`src/rtl/fault_sim_ctrl.sv`:
```
// Fault-simulation sequencer for the LBIST controller: walks the fault list, sweeps the
// test patterns for each injected fault, stops a fault at its first mismatch, counts coverage.
module fault_sim_ctrl #(
    parameter int IN_BITS  = 1,
    parameter int OUT_BITS = 1,
    parameter int N_PAT    = 2 ** IN_BITS,
    parameter int CNT_BITS = 16
) (
    input  logic                clk,
    input  logic                rst,
    input  logic                start,
    input  logic                FIL_END,
    input  logic [OUT_BITS-1:0] CUT_OP,
    input  logic [OUT_BITS-1:0] FF_OP,
    output logic [IN_BITS-1:0]  TEST_IP,
    output logic                FIL_INC,
    output logic                busy,
    output logic                done,
    output logic [CNT_BITS-1:0] fault_count,
    output logic [CNT_BITS-1:0] det_count
);

    typedef enum logic [2:0] {
        ST_IDLE    = 3'd0,
        ST_CHKEND  = 3'd1,
        ST_APPLY   = 3'd2,
        ST_COMPARE = 3'd3,
        ST_INC     = 3'd4,
        ST_WAIT    = 3'd5,
        ST_DONE    = 3'd6
    } state_t;

    localparam logic [IN_BITS-1:0] LAST_PAT = IN_BITS'(N_PAT - 1);

    state_t                state_r;
    logic [IN_BITS-1:0]    pat_r;
    logic                  fil_inc_r;
    logic                  busy_r;
    logic                  done_r;
    logic                  det_pend_r;
    logic [CNT_BITS-1:0]   fault_count_r;
    logic [CNT_BITS-1:0]   det_count_r;

    function automatic logic [CNT_BITS-1:0] sat_inc(input logic [CNT_BITS-1:0] v);
        if (&v) begin
            sat_inc = v;
        end else begin
            sat_inc = v + CNT_BITS'(1);
        end
    endfunction

    function automatic logic outputs_differ(input logic [OUT_BITS-1:0] a,
                                            input logic [OUT_BITS-1:0] b);
        outputs_differ = (a != b);
    endfunction

    // Sequencer FSM with all outputs registered.
    always_ff @(posedge clk or posedge rst) begin
        if (rst) begin
            state_r       <= ST_IDLE;
            pat_r         <= '0;
            fil_inc_r     <= 1'b0;
            busy_r        <= 1'b0;
            done_r        <= 1'b0;
            det_pend_r    <= 1'b0;
            fault_count_r <= '0;
            det_count_r   <= '0;
        end else begin
            fil_inc_r <= 1'b0;
            case (state_r)
                ST_IDLE, ST_DONE: begin
                    if (start) begin
                        state_r       <= ST_CHKEND;
                        pat_r         <= '0;
                        fault_count_r <= '0;
                        det_count_r   <= '0;
                        done_r        <= 1'b0;
                        busy_r        <= 1'b1;
                    end
                end
                ST_CHKEND: begin
                    pat_r <= '0;
                    if (FIL_END) begin
                        state_r <= ST_DONE;
                        done_r  <= 1'b1;
                        busy_r  <= 1'b0;
                    end else begin
                        state_r <= ST_APPLY;
                    end
                end
                ST_APPLY: begin
                    state_r <= ST_COMPARE;
                end
                ST_COMPARE: begin
                    if (outputs_differ(CUT_OP, FF_OP)) begin
                        det_pend_r <= 1'b1;
                        fil_inc_r  <= 1'b1;
                        state_r    <= ST_INC;
                    end else if (pat_r == LAST_PAT) begin
                        det_pend_r <= 1'b0;
                        fil_inc_r  <= 1'b1;
                        state_r    <= ST_INC;
                    end else begin
                        pat_r   <= pat_r + IN_BITS'(1);
                        state_r <= ST_APPLY;
                    end
                end
                // Detection is booked together with the fault count so det_count never leads it.
                ST_INC: begin
                    fault_count_r <= sat_inc(fault_count_r);
                    if (det_pend_r) begin
                        det_count_r <= sat_inc(det_count_r);
                    end
                    det_pend_r <= 1'b0;
                    state_r    <= ST_WAIT;
                end
                ST_WAIT: begin
                    pat_r   <= '0;
                    state_r <= ST_CHKEND;
                end
                default: begin
                    state_r    <= ST_IDLE;
                    pat_r      <= '0;
                    busy_r     <= 1'b0;
                    done_r     <= 1'b0;
                    det_pend_r <= 1'b0;
                end
            endcase
        end
    end

    assign TEST_IP     = pat_r;
    assign FIL_INC     = fil_inc_r;
    assign busy        = busy_r;
    assign done        = done_r;
    assign fault_count = fault_count_r;
    assign det_count   = det_count_r;

endmodule

```
`config.mk`:
```
export PLATFORM = sky130hd
export DESIGN_NAME = fault_sim_ctrl
export DESIGN_NICKNAME = d
export VERILOG_FILES = /design/src/rtl/fault_sim_ctrl.sv
export SDC_FILE = /design/constraint.sdc
export NUM_CORES = 1
export LEC_CHECK = 0
export CAP_MARGIN = 20
export CORE_MARGIN = 2
export CORE_UTILIZATION = 47
export DETAILED_ROUTE_END_ITERATION = 12
export GPL_ROUTABILITY_DRIVEN = 0
export PLACE_DENSITY = 0.75
export REMOVE_ABC_BUFFERS = 1
export SETUP_SLACK_MARGIN = 0.1
export SLEW_MARGIN = 15
export SYNTH_ARGS = -nofsm -noshare
export SYNTH_HDL_FRONTEND = slang
export SYNTH_SLANG_ARGS = --single-unit
```
`constraint.sdc`:
```
create_clock -name clk -period 2 [get_ports clk]
set_clock_uncertainty 0.1 [all_clocks]
set_input_delay 0.2 -clock clk [delete_from_list [all_inputs] [get_ports clk]]
set_output_delay 0.2 -clock clk [all_outputs]
set_load 0.01 [all_outputs]
```
==> results.tsv, run 1 <==
metric	value	unit
pre-CTS worst setup slack	0.0385	ns
reg2reg setup slack	0.14	ns
Fmax achieved	0.539	GHz
reported leakage power	0.00133	uW
highest fanout seen on the critical path	15	
total wire length after detailed routing	5840	um
worst vdd ir	874	uV
Netlist cell types	51	
dpl hpwl	4000	um
first-pass GRT wire length	9490	um
number of slew-limit violations in the final report	0	
cell count after synthesis	262	
count of antenna-violating nets left after detailed routing	0	
proportion of synthesized flip-flops having asynchronous set or reset	100	%
global router's overall resource usage	22.6	%
minimum setup slack in the final design	0.144	ns
Synth Cell Area	2300	um2
total instance count after detailed placement	389	
clock tree from TritonCTS	built	
final hold vios	0	
arrival time worst endpoint	1.95	ns
Cell Pwr Density	985	nW/um2
number of endpoints failing setup at the final stage	0	
num ports	42	
worst skew pair latency	0.30	ns
Final nets	339	
number of storage elements in the synthesis netlist	40	
pin count of the biggest net entering global routing	41	
non-filler instance count after layout	398	
post-CTS setup-driven buffer insertion count	0	
part of the cycle the worst path needs	92.8	%
Die Height	73.9	um
Initial Utilization	48.7	%
wire per inst	14.7	um
worst setup path category	register to register	
# DRC	0	
Clock transition at path regs	0.08	ns
number of sinks driven by the clock tree	40	
unrepaired setup endpoints after global routing	true	
total vias in the final route	2288	
number of warnings reported in the yosys synthesis log	0	
ratio of cells with drive above 1 in the final layout	17.5	%
IO buf count	41	
synthesized area per cell	8.77	um2
number of enable flip-flop cells after synthesis	0	
endpoint class of the critical path	register	
Root Buffer Master	sky130_fd_sc_hd__clkbuf_8	
number of global-route vias before repair	2067	
area of the die	5470	um2
part of the Yosys area used for sequential elements	43.5	%
1st-pass router iterations	4	
via density per instance	5.75	
CORE AREA	4720	um2
H-tree levels	2	
CTS Buf Count	5	
number of hold buffers added after CTS	0	
# diodes	0	
residual overflow from global routing	0	
Horiz. Die Dim	73.9	um
classification of the worst-slack hold path	input pin to asynchronous set/reset pin	
Tightest Pin Transition	0.510	ns
time the worst path needs with I/O delays and setup	1.86	ns
antenna violations before repair	0	
std cell rows	25	
MaxCap Viol Count	0	
area growth from synthesis to final layout	38.1	%
outcome	complete, no violations	
Max-Slew Margin vs Limit	66.0	%
flip-flop cell with the highest count after synthesis	sky130_fd_sc_hd__dfrtp_1	
Longest Clk Path Bufs	2	
most frequent standard cell in the layout excluding fill and tap cells	sky130_fd_sc_hd__clkdlybuf4s50_1	
number of violations reported at the end of detailed-routing iteration 0	202	
startpoint types	register	
most used cells in the layout excluding fill and tap cells	sky130_fd_sc_hd__clkdlybuf4s50_1, sky130_fd_sc_hd__dfrtp_1, sky130_fd_sc_hd__buf_4, sky130_fd_sc_hd__nand2_1	
Worst EP required	2.09	ns
-- cell families (layout without fill, tap and decap cells) --
kind of cell               count (synthesis)  after routing  share of synthesized area (%)
adders and majority gates                  3              3                           1.63
and+or+nand+nor                          110            110                           26.0
muxes                                      4              4                           1.85
buffers and inverters                     20             88                           4.25
DFF                                       40             40                           43.5
AOI/OAI and AO/OA                         82             83                           21.6
xor gates and xnor gates                   3              3                           1.14
-- routing by layer --
metal	vias up	global-route usage (%)	part of all wire [%]
met5	-	0	0
met4	0	8.69	2.3
met3	17	4.88	6.1
met2	87	36.9	48
met1	1082	29.4	44
li1	1102	-	-
-- final timing paths --
| check | start | end | depth (start not counted) |
|---|---|---|---|
| worst min-delay path | rst | FIL_INC | 3 |
| max in group asynchronous | rst | det_count[11] | 3 |
| worst min register to register | done | done | 1 |
| min in group clk | done | done | 1 |
| worst max register to register | fault_count[8] | fault_count[9] | 5 |
| worst max-delay path | fault_count[8] | fault_count[9] | 5 |
-- area by class of cell --
| class | instances | area [um2] |
|---|---|---|
| sequential | 40 | 1000 |
| tap | 67 | 83.8 |
| inverter | 9 | 33.8 |
| fill | 363 | 1550 |
| timing repair buffer | 71 | 636 |
| clock buffer | 5 | 68.8 |
| clock inverter | 3 | 90.1 |
| multi-input combinational | 203 | 1260 |
-- worst max-delay path, cell delays in order (launching register included) --
cell and delay [ns]:
sky130_fd_sc_hd__dfrtp_1 0.51, sky130_fd_sc_hd__nand4_1 0.22, sky130_fd_sc_hd__nor4_4 0.42, sky130_fd_sc_hd__nor2_4 0.15, sky130_fd_sc_hd__a21o_1 0.18, sky130_fd_sc_hd__a22o_1 0.17
-- repair_timing --
action                     CTS  global route
setup endpoints to repair   15            31
resized for setup            2             7
gates cloned                 0             1
pin swaps                    1             1
-- metrics by stage --
stage                     cell area (um2)  hold slack, ns  total power, uW  TNS (ns)  utilization [%]
after global placement               2950           0.376             2130         0             62.5
final                                3170           0.228             3130         0             67.2
after global routing                 3170           0.305             3300         0             67.2
after CTS                            3120           0.243             3090         0             66.1
after floorplan                      2230           0.276             1700    -0.144                -
after detailed placement             2950           0.388             2150         0             62.5
-- synthesized netlist by cell type, types with 2 or more instances --
cell | number | area (um2)
sky130_fd_sc_hd__xnor2_1 | 2 | 17.5
sky130_fd_sc_hd__dfrtp_1 | 40 | 1000
sky130_fd_sc_hd__nand3_1 | 13 | 65.1
sky130_fd_sc_hd__nor4_1 | 6 | 37.5
sky130_fd_sc_hd__o21ai_1 | 20 | 100
sky130_fd_sc_hd__buf_2 | 2 | 10.0
sky130_fd_sc_hd__and4_1 | 2 | 17.5
sky130_fd_sc_hd__a31oi_1 | 8 | 50.1
sky130_fd_sc_hd__clkbuf_1 | 4 | 15.0
sky130_fd_sc_hd__ha_1 | 3 | 37.5
sky130_fd_sc_hd__nand2_1 | 28 | 105
sky130_fd_sc_hd__mux2_2 | 2 | 22.5
sky130_fd_sc_hd__a21oi_1 | 15 | 75.1
sky130_fd_sc_hd__buf_6 | 2 | 22.5
sky130_fd_sc_hd__nor3_1 | 2 | 10.0
sky130_fd_sc_hd__a22o_1 | 3 | 26.3
sky130_fd_sc_hd__mux2i_1 | 2 | 20.0
sky130_fd_sc_hd__and3_1 | 2 | 12.5
sky130_fd_sc_hd__nor2b_1 | 2 | 12.5
sky130_fd_sc_hd__nand3b_1 | 2 | 15.0
sky130_fd_sc_hd__nor2_1 | 23 | 86.3
sky130_fd_sc_hd__nand2b_1 | 5 | 31.3
sky130_fd_sc_hd__nor4_2 | 2 | 25.0
sky130_fd_sc_hd__and2_1 | 2 | 12.5
sky130_fd_sc_hd__nand4_1 | 14 | 87.6
sky130_fd_sc_hd__o21ai_0 | 22 | 110
sky130_fd_sc_hd__o22ai_1 | 2 | 12.5
sky130_fd_sc_hd__inv_1 | 9 | 33.8
-- sequential cells by signal, indices dropped and copies added, names as in the netlist --
signal and count:
det_count 16, done 1, busy 1, FIL_INC 1
state_r 3, TEST_IP 1, fault_count 16, det_pend_r 1
-- power breakdown --
group | internal (uW) | total (uW) | switching, uW
logic | 566 | 1210 | 643
registers | 908 | 999 | 90.9
clock network | 624 | 921 | 296
total | 2100 | 3130 | 1030
No activity file was read; power rests on OpenSTA's default activity.
==> run 2: changes to the inputs <==
CORE_UTILIZATION = 50   (was 47)
PLACE_DENSITY = 0.76   (was 0.75)
clock period = 1.71 ns   (was 2 ns; I/O delays follow)
==> run 2 against run 1 <==
The run now ends with setup timing left. Power up 33%. Non-clock buffer count rose by 37. Hold slack lost 0.079 ns. Routed wire length rose by 50%. Die area down 5.7%. Highest routed layer unchanged. Sequential cell count unchanged. Utilization rose by 17 points. Critical path depth grew 2.
==> results.tsv, run 2 (synthesis results as in run 1) <==
metric	value	unit
part of the cycle the worst path needs	109	%
Cell Pwr Density	1120	nW/um2
antenna violations before repair	0	
dpl hpwl	4330	um
total vias in the final route	2784	
Final nets	379	
std cell rows	24	
area growth from synthesis to final layout	61.3	%
reported leakage power	0.00190	uW
number of sinks driven by the clock tree	40	
# diodes	0	
Worst EP required	1.81	ns
H-tree levels	2	
IO buf count	41	
number of violations reported at the end of detailed-routing iteration 0	312	
number of endpoints failing setup at the final stage	32	
Post-Route Utilization	84.6	%
most frequent standard cell in the layout excluding fill and tap cells	sky130_fd_sc_hd__buf_4	
Initial Utilization	52.4	%
Horiz. Die Dim	71.8	um
num ports	42	
area of the die	5160	um2
number of hold buffers added after CTS	0	
global router's overall resource usage	30.8	%
MaxCap Viol Count	0	
Clock transition at path regs	0.09	ns
Fmax achieved	0.538	GHz
reg2reg setup slack	-0.15	ns
Hold Slack	0.149	ns
Longest Clk Path Bufs	2	
startpoint types	register	
final hold vios	0	
wire per inst	20.6	um
number of slew-limit violations in the final report	0	
time the worst path needs with I/O delays and setup	1.86	ns
CTS Buf Count	5	
count of antenna-violating nets left after detailed routing	0	
worst setup path category	register to register	
worst vdd ir	1030	uV
violated checks	setup timing	
CORE AREA	4380	um2
classification of the worst-slack hold path	input pin to asynchronous set/reset pin	
Tightest Pin Transition	0.449	ns
minimum setup slack in the final design	-0.150	ns
Root Buffer Master	sky130_fd_sc_hd__clkbuf_8	
outcome	finished with violations	
unrepaired setup endpoints after global routing	true	
ratio of cells with drive above 1 in the final layout	36.1	%
Die Height	71.8	um
highest fanout seen on the critical path	5	
# DRC	0	
arrival time worst endpoint	1.96	ns
total chip power	4160	uW
residual overflow from global routing	0	
most used cells in the layout excluding fill and tap cells	sky130_fd_sc_hd__buf_4, sky130_fd_sc_hd__dfrtp_1, sky130_fd_sc_hd__nand2_1, sky130_fd_sc_hd__o21ai_1, sky130_fd_sc_hd__nor2_1	
pin count of the biggest net entering global routing	41	
worst skew pair latency	0.30	ns
Max-Slew Margin vs Limit	69.8	%
endpoint class of the critical path	register	
number of global-route vias before repair	2550	
1st-pass router iterations	5	
via density per instance	6.58	
clock tree from TritonCTS	built	
first-pass GRT wire length	12200	um
total wire length after detailed routing	8730	um
[run 2: stage by stage]
| step | setup WS, ns | instance area, um2 | TNS, ns | cells |
|---|---|---|---|---|
| after floorplan | -0.419 | 2230 | -5.98 | 251 |
| after global placement | -0.184 | 3150 | -2.20 | 401 |
| after detailed placement | -0.240 | 3150 | -4.63 | 401 |
| after CTS | -0.0133 | 3510 | -0.0188 | 417 |
| after global routing | -0.220 | 3710 | -4.54 | 423 |
| final | -0.150 | 3710 | -2.21 | 423 |
[run 2: where the power goes]
group / switching, uW / leakage (uW) / internal, uW
combinational: 1010 / 0.00128 / 898
sequential: 114 / 0.000542 / 1070
clock: 351 / 0.0000784 / 730
total: 1470 / 0.00190 / 2690
[run 2: path summary, 6_finish.rpt]
check                        startpoint              end  cells past startpoint
max in group asynchronous           rst  fault_count[13]                      3
setup reg to reg           det_count[0]    det_count[10]                      7
hold reg to reg                    done             done                      1
min in group clk                   done             done                      1
setup / recovery           det_count[0]    det_count[10]                      7
hold / removal                      rst    det_count[11]                      3
[run 2: critical path, stage by stage (launching register included)]
cell	delay, ns
sky130_fd_sc_hd__dfrtp_1	0.39
sky130_fd_sc_hd__ha_2	0.21
sky130_fd_sc_hd__nand4_1	0.13
sky130_fd_sc_hd__nor4_2	0.32
sky130_fd_sc_hd__buf_4	0.22
sky130_fd_sc_hd__o21ba_4	0.21
sky130_fd_sc_hd__o21ai_2	0.10
sky130_fd_sc_hd__o41ai_2	0.07
[run 2: repair_timing]
action | in CTS | in global routing
pin swaps | 20 | 23
buffers inserted | 4 | 7
cloned | 4 | 0
resized for setup | 60 | 42
endpoints found under the setup margin | 46 | 49
[run 2: cell type report]
type,instances,area [um2]
clock buffers,5,68.8
clock inverters,3,90.1
fillers,232,677
inverters,9,33.8
multi-input cells,206,1480
flip-flops and latches,40,1000
well taps,52,65.1
repair buffers,108,967
[run 2: per-layer routing]
layer / vias up / global-route usage, % / routed length, um
met5: - / 0 / 0
met4: 0 / 18.4 / 570
met3: 58 / 7.17 / 716
met2: 212 / 49.7 / 4240
met1: 1326 / 37.6 / 3200
li1: 1188 / - / -
==> run 3: changes to the inputs <==
GPL_ROUTABILITY_DRIVEN = not set   (was 0)
==> results of run 3 <==
Same layout as run 2: the final DEF is identical, and so are final timing and power.
